File: src/rtl/mai_kick_addr_gen.sv
// Sprite ROM address generator and kick-animation sequencer for the mai_kick renderer.
// Frame changes are confined to frame_start so the displayed sprite never tears mid-frame.
module mai_kick_addr_gen #(
  parameter int unsigned FRAME_W    = 80,
  parameter int unsigned FRAME_H    = 96,
  parameter int unsigned NUM_FRAMES = 6,
  parameter int unsigned HOLD       = 4
) (
  input  logic        vga_clk,
  input  logic        reset_n,
  input  logic        frame_start,
  input  logic        kick_req,
  input  logic [9:0]  draw_x,
  input  logic [9:0]  draw_y,
  input  logic [9:0]  pos_x,
  input  logic [9:0]  pos_y,
  input  logic        facing_left,
  output logic [15:0] rom_address,
  output logic        in_sprite,
  output logic        kick_busy,
  output logic [2:0]  frame_idx
);

  localparam int unsigned HoldW     = (HOLD > 1) ? $clog2(HOLD) : 1;
  localparam logic [15:0] FrameSize = 16'(FRAME_W * FRAME_H);
  localparam logic [2:0]  LastFrame = 3'(NUM_FRAMES - 1);
  localparam logic [HoldW-1:0] LastHold = HoldW'(HOLD - 1);

  typedef enum logic [1:0] {StIdle, StActive, StCooldown} state_e;

  state_e           state_q, state_d;
  logic [2:0]       frame_idx_q, frame_idx_d;
  logic [15:0]      frame_base_q, frame_base_d;
  logic [HoldW-1:0] hold_cnt_q, hold_cnt_d;
  logic             pending_q, pending_d;
  logic             kick_busy_q;
  logic [15:0]      rom_address_q, rom_address_d;
  logic             in_sprite_q, in_sprite_d;

  logic [10:0] x_end, y_end;
  logic        in_box;
  logic [9:0]  dx, dy, col;

  // Animation sequencer; frame_base tracks frame_idx incrementally instead of multiplying.
  always_comb begin
    state_d      = state_q;
    frame_idx_d  = frame_idx_q;
    frame_base_d = frame_base_q;
    hold_cnt_d   = hold_cnt_q;
    pending_d    = pending_q;
    unique case (state_q)
      StIdle: begin
        if (frame_start && (pending_q || kick_req)) begin
          state_d      = StActive;
          frame_idx_d  = 3'd1;
          frame_base_d = FrameSize;
          hold_cnt_d   = '0;
          pending_d    = 1'b0;
        end else if (kick_req) begin
          pending_d = 1'b1;
        end
      end
      StActive: begin
        if (frame_start) begin
          if (hold_cnt_q < LastHold) begin
            hold_cnt_d = hold_cnt_q + HoldW'(1);
          end else if (frame_idx_q < LastFrame) begin
            frame_idx_d  = frame_idx_q + 3'd1;
            frame_base_d = frame_base_q + FrameSize;
            hold_cnt_d   = '0;
          end else begin
            state_d      = StCooldown;
            frame_idx_d  = '0;
            frame_base_d = '0;
          end
        end
      end
      StCooldown: begin
        if (frame_start) begin
          state_d = StIdle;
        end
      end
      default: state_d = StIdle;
    endcase
  end

  // Bounds are widened to 11 bits so a sprite near the right/bottom edge cannot wrap to 0.
  always_comb begin
    x_end  = {1'b0, pos_x} + 11'(FRAME_W);
    y_end  = {1'b0, pos_y} + 11'(FRAME_H);
    in_box = (draw_x >= pos_x) && ({1'b0, draw_x} < x_end) &&
             (draw_y >= pos_y) && ({1'b0, draw_y} < y_end);
    dx     = draw_x - pos_x;
    dy     = draw_y - pos_y;
    col    = facing_left ? (10'(FRAME_W - 1) - dx) : dx;
    rom_address_d = '0;
    in_sprite_d   = 1'b0;
    if (in_box) begin
      rom_address_d = frame_base_q + 16'(32'(dy) * FRAME_W) + {6'd0, col};
      in_sprite_d   = 1'b1;
    end
  end

  always_ff @(posedge vga_clk) begin
    if (!reset_n) begin
      state_q       <= StIdle;
      frame_idx_q   <= '0;
      frame_base_q  <= '0;
      hold_cnt_q    <= '0;
      pending_q     <= 1'b0;
      kick_busy_q   <= 1'b0;
      rom_address_q <= '0;
      in_sprite_q   <= 1'b0;
    end else begin
      state_q       <= state_d;
      frame_idx_q   <= frame_idx_d;
      frame_base_q  <= frame_base_d;
      hold_cnt_q    <= hold_cnt_d;
      pending_q     <= pending_d;
      kick_busy_q   <= (state_d != StIdle);
      rom_address_q <= rom_address_d;
      in_sprite_q   <= in_sprite_d;
    end
  end

  assign rom_address = rom_address_q;
  assign in_sprite   = in_sprite_q;
  assign kick_busy   = kick_busy_q;
  assign frame_idx   = frame_idx_q;

endmodule
File: config.mk
export PLATFORM = sky130hd
export DESIGN_NAME = mai_kick_addr_gen
export DESIGN_NICKNAME = d
export VERILOG_FILES = /design/src/rtl/mai_kick_addr_gen.sv
export SDC_FILE = /design/constraint.sdc
export NUM_CORES = 1
export LEC_CHECK = 0
export ABC_AREA = 1
export CAP_MARGIN = 20
export CORE_MARGIN = 3
export CORE_UTILIZATION = 57
export CTS_BUF_LIST = sky130_fd_sc_hd__clkbuf_4 sky130_fd_sc_hd__clkbuf_8
export DETAILED_ROUTE_END_ITERATION = 8
export GPL_ROUTABILITY_DRIVEN = 0
export PLACE_DENSITY = 0.9
export SYNTH_ARGS = -nofsm -noshare
export SYNTH_HDL_FRONTEND = slang
export SYNTH_SLANG_ARGS = --single-unit
File: constraint.sdc
create_clock -name vga_clk -period 5.9 [get_ports vga_clk]
set_clock_uncertainty 0.15 [all_clocks]
set_input_delay 0.59 -clock vga_clk [delete_from_list [all_inputs] [get_ports vga_clk]]
set_output_delay 0.59 -clock vga_clk [all_outputs]
set_load 0.005 [all_outputs]
## Word-level counts from Yosys, hierarchy flattened

Index checks and enable logic that the tools add are counted.

| storage, ports and cells | value |
|---|---|
| output and inout port bits | 21 |
| register bits | 42 |

| cells by class | value |
|---|---|
| reductions and logical operators | 13 |
| equal/unequal tests | 6 |
| order comparisons | 6 |
| $mul | 1 |
| multiplexer cells | 25 |
| $add $sub $neg | 10 |

Operators with widths:

| cell | number |
|---|---|
| 16-bit 2-to-1 mux | 4 |
| 16-bit case mux with 2 select lines | 1 |
| 10-bit by 7-bit adder with 11-bit output, second input constant | 2 |
| 10-bit by 11-bit less-than comparator with 1-bit output | 2 |
| 10-bit >= comparator | 2 |
| 10-bit subtractor | 2 |
| 2-bit 2-to-1 mux | 9 |
| 16-bit by 10-bit adder with 16-bit output | 1 |
| 16-bit by 13-bit adder with 16-bit output, second input constant | 1 |
| 16-bit adder | 1 |
| 10-bit by 3-bit multiplier with 12-bit output, second input constant | 1 |
| 3-bit 2-to-1 mux | 4 |
| 10-bit 2-to-1 mux | 1 |
| 7-bit by 10-bit subtractor with 10-bit output, first input constant | 1 |
| 4-bit AND reduction | 2 |
| 2-bit != test, second input constant | 3 |
| 2-bit case mux with 3 select lines | 1 |
| 3-bit case mux with 2 select lines | 1 |
| 2-bit nonzero test | 3 |
| 1-bit logical AND | 4 |
| 2-bit case mux with 2 select lines | 1 |
| 2-bit AND reduction | 2 |
| 3-bit by 1-bit adder with 3-bit output, second input constant | 1 |
| 3-bit less-than comparator, second input constant | 1 |
| 8 further kinds | 10 |

## Depth between registers and ports, before layout

| logic depth | value |
|---|---|
| depth after elaboration | 6 |
| gate-level depth with buffers | 28 |
| gate-level depth less buffers | 28 |

## Least setup slack after synthesis

No wires, ideal clock.

| path | value |
|---|---|
| path type | input to register |
| from | input port pos_y[3] |
| to | register rom_address_q[15], in the netlist rom_address[15] |
| arrival | 4.127 ns |
| stages | 28 |
| setup slack | 1.553 ns |
| setup time | 0.070 ns |
| data required time | 5.680 ns |
| path through | inv_1 ha_1 nand2_1 inv_1 nand2_1 nand2_1 a21oi_1 xnor2_1 ha_1 ha_1 a21oi_1 nand2_1 a21oi_1 nor2_1 nor2_1 xor2_1 inv_1 ha_1 ha_1 a21oi_1 nor2_1 nor2_1 nand2_1 a21oi_1 nand2_1 inv_1 nand2_1 a21oi_1 |

| between the ends | value |
|---|---|
| word-level cells in the longest chain between the ends | 4 |
| elaborated cells between the ends (all ways) | 10 |
| those cells by class | add/sub (4); mul (1); order compare (2); reduce/logical (3) |

RTL lines:

| what | line | RTL |
|---|---|---|
| start, declared | 16 | `input logic [9:0] pos_y,` |
| 10-bit subtractor, or another cell as far along | 94 | `dy = draw_y - pos_y;` |
| 10-bit by 3-bit multiplier with 12-bit output, or another cell as far along | 99 | `rom_address_d = frame_base_q + 16'(32'(dy) * FRAME_W) + {6'd0, col};` |
| 16-bit adder / 1-bit logical AND (equally long branches) | 99, 92 |  |
| 16-bit by 10-bit adder with 16-bit output / 2-bit AND reduction (equally long branches) | - |  |
| end signal, assigned | 121 | `rom_address_q <= rom_address_d;` |
| end, declared | 37 | `logic [15:0] rom_address_q, rom_address_d;` |

Parallel ways exist; a longest one is shown, timed or not.
A chain may end at the register's enable or synchronous reset.

## Worst setup path in the final report

| path | value |
|---|---|
| from | input port draw_y[0] |
| to | register rom_address_q[15], in the netlist rom_address[15] |

| between the ends | value |
|---|---|
| word-level cells in the longest chain between the ends | 4 |
| elaborated cells between the ends (all ways) | 9 |
| those cells by class | add/sub (3); mul (1); order compare (2); reduce/logical (3) |

RTL lines:

| what | line | RTL |
|---|---|---|
| start, declared | 14 | `input logic [9:0] draw_y,` |
| 10-bit subtractor / 10-bit >= comparator (equally long branches) | 94, 92 |  |
| 10-bit by 3-bit multiplier with 12-bit output / 1-bit logical AND (equally long branches) | 99, 91 |  |
| 16-bit adder / 1-bit logical AND (equally long branches) | 99, 92 |  |
| 16-bit by 10-bit adder with 16-bit output / 2-bit AND reduction (equally long branches) | - |  |

Parallel ways exist; a longest one is shown, timed or not.

==> impl_metrics.env <==
export IMPL_netlist_instances=655
export IMPL_synth_top_area_cell="ha_1"
export IMPL_hpwl_um=8240
export IMPL_grt_use_met2_pct=43.4
export IMPL_ctsHoldBuffers=0
export IMPL_dp_cells=820
export IMPL_path_max_fanout=5
export IMPL_cts_resized=0
export IMPL_route_detailed_wl_per_inst_um=11.7
export IMPL_synth_fa_ha_area_share_pct=25.3
export IMPL_cts_sinks=33
export IMPL_synthTopCellsByArea="ha_1, dfxtp_1, nand2_1, inv_1, a21oi_1"
export IMPL_status="finished, final reports clean"
export IMPL_die_x_um=94.3
export IMPL_synth_area_um2=4450
export IMPL_vias=4414
export IMPL_start_kind="primary input"
export IMPL_yosys_area_share_simple_pct=30.2
export IMPL_met3_usage_pct=2.48
export IMPL_setup_worst_path_end="rom_address[15]"
export IMPL_finalPower_mw=1.79
export IMPL_start_util_pct=60.0
export IMPL_setup_tns_ns=0
export IMPL_end_kind="register"
export IMPL_r2r_setup_slack_ns=3.34
export IMPL_critPathKind="in2reg"
export IMPL_nets=860
export IMPL_grt_max_degree=18
export IMPL_worstSkewPairLatency_ns=0.29
export IMPL_diodes=0
export IMPL_irDropWorstVdd_uv=218
export IMPL_ys_flop_type="dfxtp_1"
export IMPL_maxCapViolations=0
export IMPL_r2r_start="frame_base_q[9]"
export IMPL_grt_pass1_vias=4240
export IMPL_yosys_warnings=0
export IMPL_ys_seq_elements=33
export IMPL_fmax_mhz=200
export IMPL_yosys_cell_count_top_type="nand2_1"
export IMPL_cts_buffer_depth=2
export IMPL_synth_edf_count=0
export IMPL_root_buffer="clkbuf_8"
export IMPL_hold_viol=0
export IMPL_via_per_inst=5.33
export IMPL_postCtsSetupBuffers=0
export IMPL_drc=0
export IMPL_max_stage_delay_ns=0.45
export IMPL_cts_clk_slew_worst_paths_ns=0.07
export IMPL_cp_required_ns=5.97
export IMPL_grt_setup_unrepaired="false"
export IMPL_dieHeight_um=94.3
export IMPL_port_buffers=65
export IMPL_grt_busiest_layer="met2"
export IMPL_placed_cell_area_um2=5200
export IMPL_hold_class="reg2reg"
export IMPL_grt_usage_pct=23.0
export IMPL_reg2reg_depth=12
export IMPL_overflow=0
export IMPL_critPathLaunch="draw_y[0]"
export IMPL_grt_pass1_wl_um=17100
export IMPL_h_tree_depth=2
export IMPL_fin_cells=828
export IMPL_synth_top_family_by_area="simple AND/OR/NAND/NOR gates"
export IMPL_ys_types=43
export IMPL_ys_seq_area_share_pct=14.9
export IMPL_r2r_end="rom_address[12]"
export IMPL_cts_made_buffers=5
export IMPL_slew_viol_final=0
export IMPL_met1_usage_pct=26.4
export IMPL_cts_tree="built"
export IMPL_synthArstFlopShare_pct=0
export IMPL_syn_area_per_cell_um2=6.79
export IMPL_synth_common_cells="nand2_1, inv_1, ha_1"
export IMPL_leakage_nw=2.76
export IMPL_coreArea_um2=7410
export IMPL_slowest_stage="clkdlybuf4s50_1"
export IMPL_synth_top_area_share_pct=23.1
export IMPL_final_design_area_no_fill_um2=5320
export IMPL_drive_gt1_share_pct=5.21
export IMPL_fin_crit_ns=5.01
export IMPL_die_area_um2=8900
export IMPL_wl_um=9660
export IMPL_synth_mux_area_share_pct=0
export IMPL_drt_initial_drc_count=196
export IMPL_power_density_nw_per_um2=336
export IMPL_crit_top_cell="ha_1"
export IMPL_first_pass_iters=7
export IMPL_antenna_found_initial=0
export IMPL_setup_viol=0
export IMPL_row_count=31
export IMPL_io_pins=66
export IMPL_synthXorXnorAreaFrac_pct=7.29
export IMPL_fin_crit_sh_pct=84.8
export IMPL_worstPathArrival_ns=5.07
export IMPL_area_delta_synth_final_pct=19.7
export IMPL_synth_compound_area_share_pct=12.0
export IMPL_drtAntennaViolNets=0
## report_power, final
group / internal [mW] / switching, mW / total [mW]
clock network: 0.142 / 0.0795 / 0.222
logic: 0.513 / 0.802 / 1.32
registers: 0.241 / 0.0109 / 0.252
total: 0.897 / 0.893 / 1.79
## final cells by class
| type | count | area (um2) |
|---|---|---|
| timing repair buffer | 65 | 651 |
| fill | 629 | 2090 |
| tap | 99 | 124 |
| multi-input combinational | 511 | 3350 |
| inverter | 112 | 420 |
| clock inverter | 1 | 30.0 |
| sequential | 33 | 661 |
| clock buffer | 7 | 90.1 |
## logic make-up after synthesis
| kind of cell | after synthesis |
|---|---|
| compound gates | 94 |
| xor+xnor | 37 |
| fa+ha+maj | 87 |
| buf+inv | 115 |
| flops | 33 |
| other cells | 1 |
| simple gates | 288 |
## worst max-delay path: cells and delay by family
family | cells | cell delay (ns)
fa+ha+maj | 6 | 1.92
compound gates | 5 | 0.85
simple gates | 9 | 0.68
buf+inv | 4 | 0.60
xor+xnor | 2 | 0.43
## cell usage in the layout, fill, tap and decap left out, types with 10 or more instances in the layout
master	Yosys	final
dfxtp_1	33	33
nor2_4	10	10
xor2_1	24	24
xnor2_1	13	13
nand2_1	145	145
clkdlybuf4s50_1	0	65
nand4_1	11	11
o21ai_0	18	18
inv_1	106	106
nor2_1	55	55
a21oi_1	53	53
nand3_1	37	37
ha_1	82	82
## layer usage
layer,part of all wire (%),wire length (um),up-vias
li1,-,-,2275
met3,5.4,517,21
met2,50,4840,143
met5,0,0,-
met4,2.2,216,0
met1,42,4080,1975
## metrics by stage
step                hold WS, ns  setup slack, ns  util [%]
floorplan                 0.291             1.55         -
global placement          0.310            0.820      70.2
detailed placement        0.313            0.625      70.2
CTS                       0.328            0.922      71.8
global route              0.359            0.491      71.8
finish                    0.321            0.895      71.8
## flip-flops by register name, indices dropped and copies added (netlist names)
signal,count
rom_address,16
kick_busy,1
frame_base_q,7
pending_q,1
frame_idx,3
in_sprite,1
hold_cnt_q,2
state_q,2
## worst min path at each step
stage          slack, ns              from               end  depth (start not counted)
6_report            0.32  frame_base_q[15]  frame_base_q[15]                          1
5_1_grt             0.36      frame_idx[2]      frame_idx[2]                          1
2_1_floorplan       0.29  frame_base_q[15]  frame_base_q[15]                          1
3_5_place_dp        0.31  frame_base_q[15]  frame_base_q[15]                          1
4_1_cts             0.33  frame_base_q[15]  frame_base_q[15]                          1
3_3_place_gp        0.31  frame_base_q[15]  frame_base_q[15]                          1
Note: power is estimated with default switching activity, not from simulation.
